<file path="src/rtl/pgm_pkg.sv">
`default_nettype none
// ============================================================================
//  Module      : pgm_pkg (package)
//  Description : Shared constants, FSM state encoding and helper functions
//                for the programmable packet scheduler read stage.
//                - STREAM_NUM  : number of scheduled streams
//                - STREAM_BASE : RAM address stride between stream buffers
//                - sch_state_t : scheduler FSM states
//                - stream_base : stream index -> RAM base address
//                - rr_pick     : round-robin arbiter starting after last winner
//  Revision    : 1.0 - initial release
// ============================================================================
package pgm_pkg;

   localparam int STREAM_NUM  = 4;
   localparam int SEL_W       = $clog2(STREAM_NUM);
   localparam int ADDR_W      = 10;
   localparam int STREAM_BASE = 128;

   typedef enum logic [1:0] {
      ST_IDLE = 2'd0,
      ST_WAIT = 2'd1,
      ST_GAP  = 2'd2
   } sch_state_t;

   // Base address of stream 'sel' in the packet RAM.
   function automatic logic [ADDR_W-1:0] stream_base(input logic [SEL_W-1:0] sel);
      return ADDR_W'(sel) * ADDR_W'(STREAM_BASE);
   endfunction

   // Round-robin pick: the first requester found walking upward from
   // last+1 (wrapping) wins. The scan runs from the farthest candidate to
   // the nearest so the nearest one overwrites the result last. The
   // previous winner itself (offset STREAM_NUM, which wraps to offset 0)
   // has the lowest priority. Relies on STREAM_NUM being a power of two.
   function automatic logic [SEL_W-1:0] rr_pick(
      input logic [STREAM_NUM-1:0] req,
      input logic [SEL_W-1:0]      last
   );
      logic [SEL_W-1:0] pick;
      logic [SEL_W-1:0] idx;
      pick = last;
      for (int i = STREAM_NUM; i >= 1; i--) begin
         idx = last + SEL_W'(i);
         if (req[idx]) begin
            pick = idx;
         end
      end
      return pick;
   endfunction

endpackage
`default_nettype wire

</file>
<file path="src/rtl/pgm_sch_timer.sv">
`default_nettype none
// ============================================================================
//  Module      : pgm_sch_timer
//  Description : One stream's interval down-counter with pending flag and
//                miss detection. The counter expires when it reads 0 while
//                running; on expiry it reloads to (ivl-1), with ivl = 0
//                treated as 1 (expiry every running cycle).
//  Ports       : clk, rst        - clock, synchronous active-high reset
//                cfg_reset       - reload counter, clear pending
//                run             - counter decrements while high
//                ivl             - interval in cycles
//                issue           - scheduler is issuing this stream now
//                exhausted       - packet budget used up; drop pending
//                pending         - stream wants a packet slot
//                miss            - expiry found pending already set
//  Revision    : 1.0 - initial release
// ============================================================================
module pgm_sch_timer #(
   parameter int IVL_W = 32
) (
   input  logic             clk,
   input  logic             rst,
   input  logic             cfg_reset,
   input  logic             run,
   input  logic [IVL_W-1:0] ivl,
   input  logic             issue,
   input  logic             exhausted,
   output logic             pending,
   output logic             miss
);

   logic [IVL_W-1:0] r_cnt;
   logic             r_pending;
   logic [IVL_W-1:0] w_reload;
   logic             w_expire;

   assign w_reload = (ivl == '0) ? '0 : (ivl - IVL_W'(1));
   assign w_expire = run & (r_cnt == '0);

   // An expiry that coincides with this stream's own issue is absorbed by
   // keeping pending set, so it is not a miss.
   assign miss    = w_expire & r_pending & ~issue;
   assign pending = r_pending;

   always_ff @(posedge clk) begin
      if (rst) begin
         r_cnt     <= '0;
         r_pending <= 1'b0;
      end else if (cfg_reset) begin
         r_cnt     <= w_reload;
         r_pending <= 1'b0;
      end else begin
         if (w_expire) begin
            r_cnt <= w_reload;
         end else if (run) begin
            r_cnt <= r_cnt - IVL_W'(1);
         end

         // Expiry wins over issue so a same-cycle expiry keeps pending set.
         // A stream that has hit its budget is never pending again.
         if (exhausted) begin
            r_pending <= 1'b0;
         end else if (w_expire) begin
            r_pending <= 1'b1;
         end else if (issue) begin
            r_pending <= 1'b0;
         end
      end
   end

endmodule
`default_nettype wire

</file>
<file path="src/rtl/pgm_sch_rd.sv">
`default_nettype none
// ============================================================================
//  Module      : pgm_sch_rd
//  Description : Programmable packet scheduler, read side. Per-stream
//                interval timers raise pending requests; a round-robin
//                arbiter issues one packet at a time to the send stage and
//                waits for its end-of-packet pulse (with a watchdog) before
//                a one-cycle gap and the next issue.
//  Ports       : clk, rst             - clock, synchronous active-high reset
//                pgm_config_reset     - clear statistics and scheduling state
//                pgm_sch_en           - global scheduling enable
//                stream_en[3:0]       - per-stream enable
//                stream_ivl_0..3      - cycles between packet starts
//                stream_limit_0..3    - packet budget per stream, 0=unlimited
//                in_pgm_data_ready    - downstream ready
//                pkt_done             - end-of-packet pulse from send stage
//                sent_pkt_addr[9:0]   - RAM base address of active stream
//                sent_pkt_rd          - one-cycle packet start pulse
//                sch_busy             - packet in flight
//                sch_done             - all enabled budgets exhausted
//                sch_miss_cnt[31:0]   - expiries that found stream pending
//                sch_wd_err           - sticky watchdog error
//  Revision    : 1.0 - initial release
// ============================================================================
module pgm_sch_rd #(
   parameter int STREAM_NUM = 4,
   parameter int IVL_W      = 32,
   parameter int WD_MAX     = 1023
) (
   input  logic             clk,
   input  logic             rst,
   input  logic             pgm_config_reset,
   input  logic             pgm_sch_en,
   input  logic [3:0]       stream_en,
   input  logic [IVL_W-1:0] stream_ivl_0,
   input  logic [IVL_W-1:0] stream_ivl_1,
   input  logic [IVL_W-1:0] stream_ivl_2,
   input  logic [IVL_W-1:0] stream_ivl_3,
   input  logic [31:0]      stream_limit_0,
   input  logic [31:0]      stream_limit_1,
   input  logic [31:0]      stream_limit_2,
   input  logic [31:0]      stream_limit_3,
   input  logic             in_pgm_data_ready,
   input  logic             pkt_done,
   output logic [9:0]       sent_pkt_addr,
   output logic             sent_pkt_rd,
   output logic             sch_busy,
   output logic             sch_done,
   output logic [31:0]      sch_miss_cnt,
   output logic             sch_wd_err
);

   import pgm_pkg::*;

   localparam int                WD_W    = $clog2(WD_MAX + 1);
   localparam logic [WD_W-1:0]   WD_LAST = WD_W'(WD_MAX - 1);

   // ------------------------------------------------------------------
   // Per-stream configuration gathered into arrays
   // ------------------------------------------------------------------
   logic [IVL_W-1:0] w_ivl   [STREAM_NUM];
   logic [31:0]      w_limit [STREAM_NUM];

   assign w_ivl[0]   = stream_ivl_0;
   assign w_ivl[1]   = stream_ivl_1;
   assign w_ivl[2]   = stream_ivl_2;
   assign w_ivl[3]   = stream_ivl_3;
   assign w_limit[0] = stream_limit_0;
   assign w_limit[1] = stream_limit_1;
   assign w_limit[2] = stream_limit_2;
   assign w_limit[3] = stream_limit_3;

   // ------------------------------------------------------------------
   // State
   // ------------------------------------------------------------------
   sch_state_t       r_state;
   logic [9:0]       r_addr;
   logic             r_rd;
   logic             r_busy;
   logic             r_done;
   logic [31:0]      r_miss_cnt;
   logic             r_wd_err;
   logic [WD_W-1:0]  r_wd_cnt;
   logic [SEL_W-1:0] r_last;
   logic [31:0]      r_issue_cnt [STREAM_NUM];

   logic [STREAM_NUM-1:0] w_exhausted;
   logic [STREAM_NUM-1:0] w_run;
   logic [STREAM_NUM-1:0] w_pending;
   logic [STREAM_NUM-1:0] w_miss;
   logic [STREAM_NUM-1:0] w_issue_vec;
   logic [STREAM_NUM-1:0] w_eligible;
   logic [SEL_W-1:0]      w_winner;
   logic                  w_issue;
   logic [31:0]           w_miss_next;
   logic                  w_done_next;

   // ------------------------------------------------------------------
   // Per-stream timers
   // ------------------------------------------------------------------
   for (genvar n = 0; n < STREAM_NUM; n++) begin : g_stream
      assign w_exhausted[n] = (w_limit[n] != 32'd0) && (r_issue_cnt[n] >= w_limit[n]);
      assign w_run[n]       = pgm_sch_en & stream_en[n] & ~w_exhausted[n];
      assign w_issue_vec[n] = w_issue & (w_winner == SEL_W'(n));

      pgm_sch_timer #(
         .IVL_W (IVL_W)
      ) u_timer (
         .clk       (clk),
         .rst       (rst),
         .cfg_reset (pgm_config_reset),
         .run       (w_run[n]),
         .ivl       (w_ivl[n]),
         .issue     (w_issue_vec[n]),
         .exhausted (w_exhausted[n]),
         .pending   (w_pending[n]),
         .miss      (w_miss[n])
      );
   end

   // A stream whose enable has been dropped keeps its pending flag but is
   // not served until it is enabled again.
   assign w_eligible = w_pending & ~w_exhausted & stream_en;
   assign w_winner   = rr_pick(w_eligible, r_last);

   // No issue in the cycle the configuration is being cleared, so the
   // issue counts never miss a packet that went out.
   assign w_issue = (r_state == ST_IDLE) & pgm_sch_en & in_pgm_data_ready &
                    (|w_eligible) & ~pgm_config_reset;

   // ------------------------------------------------------------------
   // Statistics next-state
   // ------------------------------------------------------------------
   always_comb begin
      logic [32:0] sum;
      sum = {1'b0, r_miss_cnt};
      for (int i = 0; i < STREAM_NUM; i++) begin
         sum = sum + 33'(w_miss[i]);
      end
      w_miss_next = sum[32] ? 32'hFFFF_FFFF : sum[31:0];
   end

   always_comb begin
      w_done_next = |stream_en;
      for (int i = 0; i < STREAM_NUM; i++) begin
         if (stream_en[i] && !w_exhausted[i]) begin
            w_done_next = 1'b0;
         end
      end
   end

   always_ff @(posedge clk) begin
      if (rst) begin
         r_miss_cnt <= '0;
         r_done     <= 1'b0;
         for (int i = 0; i < STREAM_NUM; i++) begin
            r_issue_cnt[i] <= '0;
         end
      end else begin
         r_done <= w_done_next;
         if (pgm_config_reset) begin
            r_miss_cnt <= '0;
            for (int i = 0; i < STREAM_NUM; i++) begin
               r_issue_cnt[i] <= '0;
            end
         end else begin
            r_miss_cnt <= w_miss_next;
            for (int i = 0; i < STREAM_NUM; i++) begin
               if (w_issue_vec[i]) begin
                  r_issue_cnt[i] <= r_issue_cnt[i] + 32'd1;
               end
            end
         end
      end
   end

   // ------------------------------------------------------------------
   // Scheduler FSM. Outputs are registered; sent_pkt_addr holds from issue
   // until the next issue because downstream counters sample it late.
   // WAIT lasts at most WD_MAX cycles before the watchdog forces GAP.
   // ------------------------------------------------------------------
   always_ff @(posedge clk) begin
      if (rst) begin
         r_state  <= ST_IDLE;
         r_addr   <= '0;
         r_rd     <= 1'b0;
         r_busy   <= 1'b0;
         r_wd_cnt <= '0;
         r_wd_err <= 1'b0;
         r_last   <= SEL_W'(STREAM_NUM - 1);
      end else begin
         r_rd <= 1'b0;
         if (pgm_config_reset) begin
            r_wd_err <= 1'b0;
         end

         case (r_state)
            ST_IDLE: begin
               if (w_issue) begin
                  r_addr   <= stream_base(w_winner);
                  r_rd     <= 1'b1;
                  r_busy   <= 1'b1;
                  r_last   <= w_winner;
                  r_wd_cnt <= '0;
                  r_state  <= ST_WAIT;
               end
            end
            ST_WAIT: begin
               if (pkt_done) begin
                  r_busy  <= 1'b0;
                  r_state <= ST_GAP;
               end else if (r_wd_cnt == WD_LAST) begin
                  r_wd_err <= 1'b1;
                  r_busy   <= 1'b0;
                  r_state  <= ST_GAP;
               end else begin
                  r_wd_cnt <= r_wd_cnt + WD_W'(1);
               end
            end
            ST_GAP: begin
               r_state <= ST_IDLE;
            end
            default: begin
               r_state <= ST_IDLE;
            end
         endcase
      end
   end

   assign sent_pkt_addr = r_addr;
   assign sent_pkt_rd   = r_rd;
   assign sch_busy      = r_busy;
   assign sch_done      = r_done;
   assign sch_miss_cnt  = r_miss_cnt;
   assign sch_wd_err    = r_wd_err;

endmodule
`default_nettype wire

</file>
<file path="config.mk">
export PLATFORM = sky130hd
export DESIGN_NAME = pgm_sch_rd
export DESIGN_NICKNAME = d
export VERILOG_FILES = /design/src/rtl/pgm_pkg.sv /design/src/rtl/pgm_sch_timer.sv /design/src/rtl/pgm_sch_rd.sv
export SDC_FILE = /design/constraint.sdc
export NUM_CORES = 1
export LEC_CHECK = 0
export ABC_AREA = 1
export CAP_MARGIN = 20
export CORE_UTILIZATION = 35
export CTS_BUF_LIST = sky130_fd_sc_hd__clkbuf_4 sky130_fd_sc_hd__clkbuf_8
export DETAILED_ROUTE_END_ITERATION = 16
export GPL_ROUTABILITY_DRIVEN = 1
export PLACE_DENSITY = 0.58
export SLEW_MARGIN = 20
export SYNTH_ARGS = -nofsm -noshare
export SYNTH_HDL_FRONTEND = slang
export SYNTH_HIERARCHICAL = 1
export SYNTH_SLANG_ARGS = --single-unit
</file>
<file path="constraint.sdc">
create_clock -name clk -period 5.8 [get_ports clk]
set_input_delay 1.16 -clock clk [delete_from_list [all_inputs] [get_ports clk]]
set_output_delay 1.16 -clock clk [all_outputs]
set_load 0.01 [all_outputs]
</file>
==> results of run 1 <==
worst max-delay path: cells and delay by family:
family | cells | cell delay (ps)
buffers and inverters | 8 | 790
AND/OR/NAND/NOR | 23 | 2750
adder cells (fa/ha/maj) | 3 | 950
AO/OA/AOI/OAI | 5 | 550
cell usage in the layout, fill, tap and decap left out, types with 31 or more instances in the layout:
master / count
nor2_1: 644
ha_1: 44
nor2_4: 43
xor2_1: 109
xnor2_1: 78
o21ai_0: 167
clkbuf_2: 66
nand4_1: 114
nand2_1: 803
a31oi_1: 50
inv_2: 119
ha_4: 98
nor3_1: 70
clkdlybuf4s50_1: 174
a21oi_1: 150
nor3b_1: 31
a21oi_2: 45
edfxtp_1: 96
nand2_2: 85
buf_4: 161
clkbuf_8: 78
inv_1: 449
nor2_2: 58
nand3_1: 256
dfxtp_1: 216
metal layers:
| layer | vias to the layer above | wire [µm] |
|---|---|---|
| met1 | 12400 | 39000 |
| met5 | - | 52 |
| met3 | 118 | 4610 |
| li1 | 14100 | - |
| met2 | 521 | 36700 |
| met4 | 8 | 1520 |
synthesized netlist by cell type, types with 5 or more instances:
master	instances	share of area (%)
a21o_1	5	0.14
a21oi_1	195	3.7
a31oi_1	50	1.2
a31oi_2	7	0.33
and2_1	6	0.14
and3_1	13	0.31
buf_2	16	0.31
buf_4	13	0.37
buf_6	9	0.39
clkbuf_1	43	0.62
dfxtp_1	216	16
edfxtp_1	96	11
ha_1	147	7.0
inv_1	572	8.2
nand2_1	883	13
nand2_2	29	0.69
nand3_1	267	5.1
nand3_2	10	0.38
nand3b_1	6	0.17
nand4_1	114	2.7
nor2_1	678	9.7
nor2_2	37	0.88
nor2_4	30	1.3
nor3_1	81	1.5
nor3_2	7	0.27
nor3b_1	31	0.89
nor4_1	28	0.67
o21a_1	8	0.23
o21ai_0	186	3.6
o21ai_1	8	0.15
o21bai_1	24	0.69
or2_2	9	0.21
xnor2_1	78	2.6
xor2_1	109	3.6
area by class of cell:
cell class              instances  area, µm²  area share, %
multi-input cells            3091      18500           53.6
flip-flops and latches        312       7210           20.9
repair buffers                469       3990           11.6
inverters                     579       2200           6.37
clock buffers                 102       1250           3.63
well taps                     959       1200           3.48
clock inverters                15        141          0.410
diodes                          3       7.51         0.0218
path summary, 6_finish.rpt:
kind / start / to / depth (start not counted)
min: r_wd_cnt[7] / r_wd_cnt[8] / 2
min reg2reg: r_wd_cnt[7] / r_wd_cnt[8] / 2
max: stream_limit_1[23] / sch_miss_cnt[27] / 39
max reg2reg: r_issue_cnt[2][9] / sch_miss_cnt[27] / 42
power breakdown:
part / total [mW] / internal, mW / switching (mW)
Combinational: 1.45 / 0.607 / 0.843
Clock: 2.53 / 1.47 / 1.06
Sequential: 2.50 / 2.36 / 0.137
sequential cells by signal, summed over array words and instances, names as in the netlist:
| register | count |
|---|---|
| sch_busy | 1 |
| r_wd_cnt | 10 |
| g_stream.u_timer/pending | 4 |
| r_state | 2 |
| r_last | 2 |
| sch_miss_cnt | 32 |
| r_issue_cnt | 128 |
| g_stream.u_timer/r_cnt | 128 |
| sent_pkt_rd | 1 |
| sch_wd_err | 1 |
| sent_pkt_addr | 2 |
| sch_done | 1 |
logic make-up after synthesis:
family          count (synthesis)  share of synthesized area (%)
flops                         312                           27.5
buf+inv                       662                           10.1
fa+ha+maj                     150                           7.25
other cells                     1                         0.0143
xor+xnor                      187                           6.25
compound gates                499                           10.5
simple gates                 2247                           38.4
timing repair:
item                                    CTS  global route
pin swaps                               207           252
resized for setup                       312           446
setup buffers                            12            15
endpoints found under the setup margin   14            16
==> results.toml, run 1 <==
[setup_path]
cp.required_ps = 6350
reg2reg_slack_ps = 300
critPathLaunchType = "primary input"
max_stage_delay_ps = 520
cp_max_fo = 5
critPathSlowestCell = "fa_1"
crit_type = "primary input to register"
cp.arrival_ps = 6240
end_kind = "register"

[detailed_routing]
dr.pass1.iters = 5
ant_nets = 0
via_per_inst = 4.91
via_count = 27200
drt-initial-drc-count = 1725
routed_wl_mm = 81.9
drc_errors = 0
avgRoutedWirePerCell_um = 14.8

[cells_and_area]
final_nets = 4936
layoutNonFillerInstCount = 5530
drive_above_1_share_pct = 20.2
fillCellCount = 7611
finalInstanceArea_mm2 = 0.0345
area_growth_syn_to_layout_pct = 31.6
fin_util_pct = 46.9

[die]
io_pins = 312
die_area_mm2 = 0.0760
initial_core_util_pct = 35.6
die_h_um = 276
core_mm2 = 0.0736
fp-row-count = 99
dieWidth_um = 276

[timing]
finalSetupTns_ps = 0
fmax_mhz = 176
tightest_slew_ps = 1050
period_needed_ps = 5690
fin_crit_sh_pct = 98.1
hold_viol_final = 0
rsz0062_at_grt = "true"
clock_skew_ps = 27.9
whs_ps = 461
finalSetupViolCount = 0
layout_setup_ws_ps = 110
maxSlewHeadroom_pct = 29.7
finalMaxSlewViolations = 0

[cts]
clock_path_buffers = 3
cts-root-buf = "clkbuf_8"
cts_sinks = 312
cts_tree = "built"
path_clk_slew_ps = 50
numCtsBuffers = 67
clock_latency_ps = 630
hold_buffers = 0
htree_levels = 3

[global_routing]
top_usage_layer = "met2"
gr-total-overflow = 0
grt_use_met3_pct = 4.31
grt_use_met2_pct = 34.0
grt_pass1_vias = 25400
grt_use_met1_pct = 28.4
grt_max_degree = 56
grt_use_total_pct = 21.0
antenna_found_initial = 6
grt_pass1_wl_mm = 129

[run]
drv_cap = 0

[place]
place_ws_ps = -1170
hpwl_mm = 62.5
gp_congestion = 0.897
placedCellCount = 5384
place_area_mm2 = 0.0313
io_buffers = 303

[pwr]
power.leakage_nw = 14.7
ir_drop_mv = 0.117
power_density_mw_per_mm2 = 188
design_power_total_mw = 6.48

[logic_synthesis]
async_reset_ff_share_pct = 0
synth_warnings = 6
seq_area_frac_synth_pct = 27.5
synth_flop_cell = "dfxtp_1"
netlist_instances = 4058
synth_cell_types = 59
synth-seq-cells = 312
syn_area_per_cell_um2 = 6.46
netlist_area_mm2 = 0.0262
synth_edf_count = 96

[status]
status = "completed"

[worst_hold_path]
hold_class = "register to register"
No activity file was read; power rests on OpenSTA's default activity.
==> run 2: changes to the inputs <==
--- a/config.mk
+++ b/config.mk
@@ -7,11 +7,11 @@
 export LEC_CHECK = 0
 export ABC_AREA = 1
 export CAP_MARGIN = 20
-export CORE_UTILIZATION = 35
+export CORE_UTILIZATION = 53
 export CTS_BUF_LIST = sky130_fd_sc_hd__clkbuf_4 sky130_fd_sc_hd__clkbuf_8
 export DETAILED_ROUTE_END_ITERATION = 16
 export GPL_ROUTABILITY_DRIVEN = 1
-export PLACE_DENSITY = 0.58
+export PLACE_DENSITY = 0.81
 export SLEW_MARGIN = 20
 export SYNTH_ARGS = -nofsm -noshare
 export SYNTH_HDL_FRONTEND = slang
==> results.toml, run 2 (same netlist as run 1, synthesis figures left out) <==
[timing]
finalMaxSlewViolations = 0
whs_ps = 459
maxSlewHeadroom_pct = 38.4
layout_setup_ws_ps = -134
tightest_slew_ps = 923
fmax_mhz = 169
clock_skew_ps = 34.7
finalSetupViolCount = 8
finalSetupTns_ps = -610
fin_crit_sh_pct = 102
period_needed_ps = 5930
hold_viol_final = 0
rsz0062_at_grt = "true"

[global_routing]
grt_pass1_vias = 26100
gr-total-overflow = 0
grt_pass1_wl_mm = 125
antenna_found_initial = 4
grt_use_total_pct = 30.0
grt_max_degree = 56

[die]
fp-row-count = 81
initial_core_util_pct = 53.7
dieWidth_um = 224
die_area_mm2 = 0.0503
io_pins = 312
core_mm2 = 0.0488
die_h_um = 224

[status]
status = "finished with violations"
violations = "negative setup slack"

[cts]
clock_latency_ps = 650
cts_tree = "built"
cts_sinks = 312
cts-root-buf = "clkbuf_8"
path_clk_slew_ps = 60
hold_buffers = 0
clock_path_buffers = 3
htree_levels = 2
numCtsBuffers = 56

[detailed_routing]
drt-initial-drc-count = 2533
via_count = 28400
dr.pass1.iters = 6
avgRoutedWirePerCell_um = 15.5
ant_nets = 0
via_per_inst = 5.46
drc_errors = 0
routed_wl_mm = 80.9

[setup_path]
cp.arrival_ps = 6460
critPathSlowestCell = "fa_1"
max_stage_delay_ps = 520
critPathLaunchType = "primary input"
reg2reg_slack_ps = 90
end_kind = "register"
cpMostUsedCell = "nand2_1"
crit_type = "primary input to register"
cp.required_ps = 6320
cp_max_fo = 5

[run]
drv_cap = 0

[pwr]
power_density_mw_per_mm2 = 186
ir_drop_mv = 0.174
power.leakage_nw = 14.6
design_power_total_mw = 6.27

[cells_and_area]
final_nets = 4906
mostFrequentLayoutCell = "nand2_1"
drive_above_1_share_pct = 17.3
fin_util_pct = 68.9
fillCellCount = 4074
area_growth_syn_to_layout_pct = 28.3
layout_common_cells = "826 x nand2_1, 648 x nor2_1, 460 x inv_1"

[place]
hpwl_mm = 57.4
io_buffers = 303
gp_congestion = 0.955

[worst_hold_path]
hold_class = "register to register"
[run 2: worst paths after layout]
path | from | end | cells after the start
max reg2reg | r_issue_cnt[1][6] | sch_miss_cnt[24] | 39
min | r_wd_cnt[7] | r_wd_cnt[8] | 2
min reg2reg | r_wd_cnt[7] | r_wd_cnt[8] | 2
max | stream_limit_1[19] | sch_miss_cnt[24] | 37
[run 2: cell type report]
class | count | area [µm²] | share of cell area (%)
timing repair buffer | 450 | 3940 | 11.7
clock buffer | 85 | 1080 | 3.20
clock inverter | 21 | 204 | 0.606
sequential | 312 | 7210 | 21.4
inverter | 579 | 2190 | 6.51
tap | 664 | 831 | 2.47
multi-input combinational | 3091 | 18200 | 54.0
antenna | 5 | 12.5 | 0.0372
[run 2: critical path, delay by kind of cell]
kind,cells,cell delay [ps]
AND/OR/NAND/NOR,22,2650
AO/OA/AOI/OAI,3,510
adder cells (fa/ha/maj),4,1360
buffers and inverters,8,770
[run 2: metrics by stage]
stage / instances / cell area [µm²] / setup slack (ps)
after floorplan: 4065 / 26500 / -79.0
after global placement: 5048 / 30600 / -961
after detailed placement: 5048 / 30600 / -1060
after CTS: 5185 / 32900 / 0.425
after global routing: 5203 / 33600 / -431
final: 5207 / 33600 / -134
[run 2: what timing repair did]
| action | 4_1_cts | 5_1_grt |
|---|---|---|
| resized for setup | 339 | 242 |
| setup endpoints to repair | 9 | 17 |
| buffers inserted | 31 | 20 |
| pin swaps | 239 | 153 |
[run 2: report_power, final]
| group | switching (mW) | internal (mW) | total, mW |
|---|---|---|---|
| combinational | 0.837 | 0.589 | 1.43 |
| clock | 0.974 | 1.36 | 2.34 |
| sequential | 0.143 | 2.36 | 2.50 |
[run 2: routing by layer]
metal | global-route usage (%) | wire length, µm | part of all wire (%)
met1 | 38.7 | 34600 | 43
met2 | 50.3 | 37600 | 47
met3 | 5.70 | 5950 | 7.4
met4 | 9.94 | 2690 | 3.3
met5 | 0 | 9 | 0.011
==> run 3: changes to the inputs <==
--- a/config.mk
+++ b/config.mk
@@ -7,6 +7,7 @@
 export LEC_CHECK = 0
 export ABC_AREA = 1
 export CAP_MARGIN = 20
+export CORE_MARGIN = 2
 export CORE_UTILIZATION = 53
 export CTS_BUF_LIST = sky130_fd_sc_hd__clkbuf_4 sky130_fd_sc_hd__clkbuf_8
 export DETAILED_ROUTE_END_ITERATION = 16
==> results.toml, run 3 (same netlist as run 1, synthesis figures left out) <==
[pwr]
power.leakage_nw = 14.7
power_density_mw_per_mm2 = 184
ir_drop_mv = 0.160
design_power_total_mw = 6.23

[detailed_routing]
ant_nets = 0
avgRoutedWirePerCell_um = 16.2
drt-initial-drc-count = 2845
routed_wl_mm = 84.2
dr.pass1.iters = 8
via_count = 28500
drc_errors = 0
via_per_inst = 5.48

[place]
placedCellCount = 5048
io_buffers = 303
place_ws_ps = -1050
hpwl_mm = 57.8
gp_congestion = 0.948

[setup_path]
reg2reg_slack_ps = 20
critPathSlowestCell = "fa_1"
crit_type = "primary input to register"
critPathLaunchType = "primary input"
cp_max_fo = 5
cp.arrival_ps = 6460
cp.required_ps = 6400
end_kind = "register"
max_stage_delay_ps = 520

[cts]
cts_sinks = 312
clock_latency_ps = 690
path_clk_slew_ps = 60
cts-root-buf = "clkbuf_8"
clock_path_buffers = 3
hold_buffers = 0
htree_levels = 2
numCtsBuffers = 57
cts_tree = "built"

[die]
dieWidth_um = 226
die_area_mm2 = 0.0513
die_h_um = 226
io_pins = 312
fp-row-count = 81
core_mm2 = 0.0488
initial_core_util_pct = 53.7

[timing]
fmax_mhz = 171
tightest_slew_ps = 1040
maxSlewHeadroom_pct = 30.3
hold_viol_final = 0
period_needed_ps = 5860
fin_crit_sh_pct = 101
whs_ps = 453
finalSetupViolCount = 4
layout_setup_ws_ps = -60.2
clock_skew_ps = 49.0
rsz0062_at_grt = "true"
finalMaxSlewViolations = 0

[status]
status = "finished with violations"
violations = "negative setup slack"

[worst_hold_path]
hold_class = "register to register"

[cells_and_area]
final_nets = 4902
fillCellCount = 4015
mostFrequentLayoutCell = "nand2_1"
multi_input_area_mm2 = 0.0186
area_growth_syn_to_layout_pct = 29.3
layoutNonFillerInstCount = 5200
layout_common_cells = "803 x nand2_1, 642 x nor2_1, 446 x inv_1"
regArea_mm2 = 0.00721
drive_above_1_share_pct = 19.1

[global_routing]
grt_pass1_wl_mm = 124
gr-total-overflow = 0
antenna_found_initial = 7
grt_max_degree = 56
grt_pass1_vias = 25800
grt_use_total_pct = 29.5

[run]
drv_cap = 0
[run 3: changes by cell type in the layout (fill, tap and decap cells not counted), sizes merged]
cell and change:
buf -4, dlygate4sd2 -48, diode -1, clkbuf +19, clkinv +2, inv +2, dlymetal6s2s +13, clkdlybuf4s15 +13
bufinv -3
[run 3: layout make-up]
class                           count  share of cell area (%)
Antenna cell                        4                  0.0295
Clock buffer                       83                    3.15
Clock inverter                     22                   0.439
Inverter                          579                    6.46
Multi-Input combinational cell   3091                    54.8
Sequential cell                   312                    21.3
Tap cell                          664                    2.45
Timing Repair Buffer              445                    11.4
[run 3: per-stage QoR]
stage | util, % | TNS (ps) | cell area (µm²)
final | 69.4 | -151 | 33900
after global routing | 69.4 | -3810 | 33900
after CTS | 67.1 | 0 | 32800
after detailed placement | 62.7 | -18450 | 30600
after global placement | 62.7 | -15380 | 30600
after floorplan | - | -120 | 26500
[run 3: repair_timing]
item / CTS / global route
resized for setup: 316 / 408
setup endpoints to repair: 10 / 15
setup buffers: 18 / 25
cloned: 0 / 0
pin swaps: 222 / 216
[run 3: where the power goes]
part	switching [mW]	total, mW	internal, mW	leakage (nW)
clock network	1.01	2.25	1.23	0.659
logic	0.868	1.48	0.612	11.2
registers	0.145	2.50	2.36	2.84
[run 3: worst max-delay path: cells and delay by family]
family | cells | cell delay (ps)
simple gates | 30 | 3420
fa+ha+maj | 3 | 1000
buf+inv | 7 | 680
compound gates | 2 | 160
[run 3: worst paths after layout]
path / from / to / cells past startpoint
max: stream_limit_2[3] / sch_miss_cnt[27] / 42
min: r_wd_cnt[7] / r_wd_cnt[8] / 2
max reg2reg: r_issue_cnt[1][5] / sch_miss_cnt[27] / 40
min reg2reg: r_wd_cnt[7] / r_wd_cnt[8] / 2
[run 3: per-layer routing]
layer,up-vias,track usage (%),wire length [µm]
li1,14100,-,-
met1,13000,38.5,35400
met2,1140,49.3,39200
met3,245,5.90,6560
met4,8,8.32,3010
met5,-,0,45
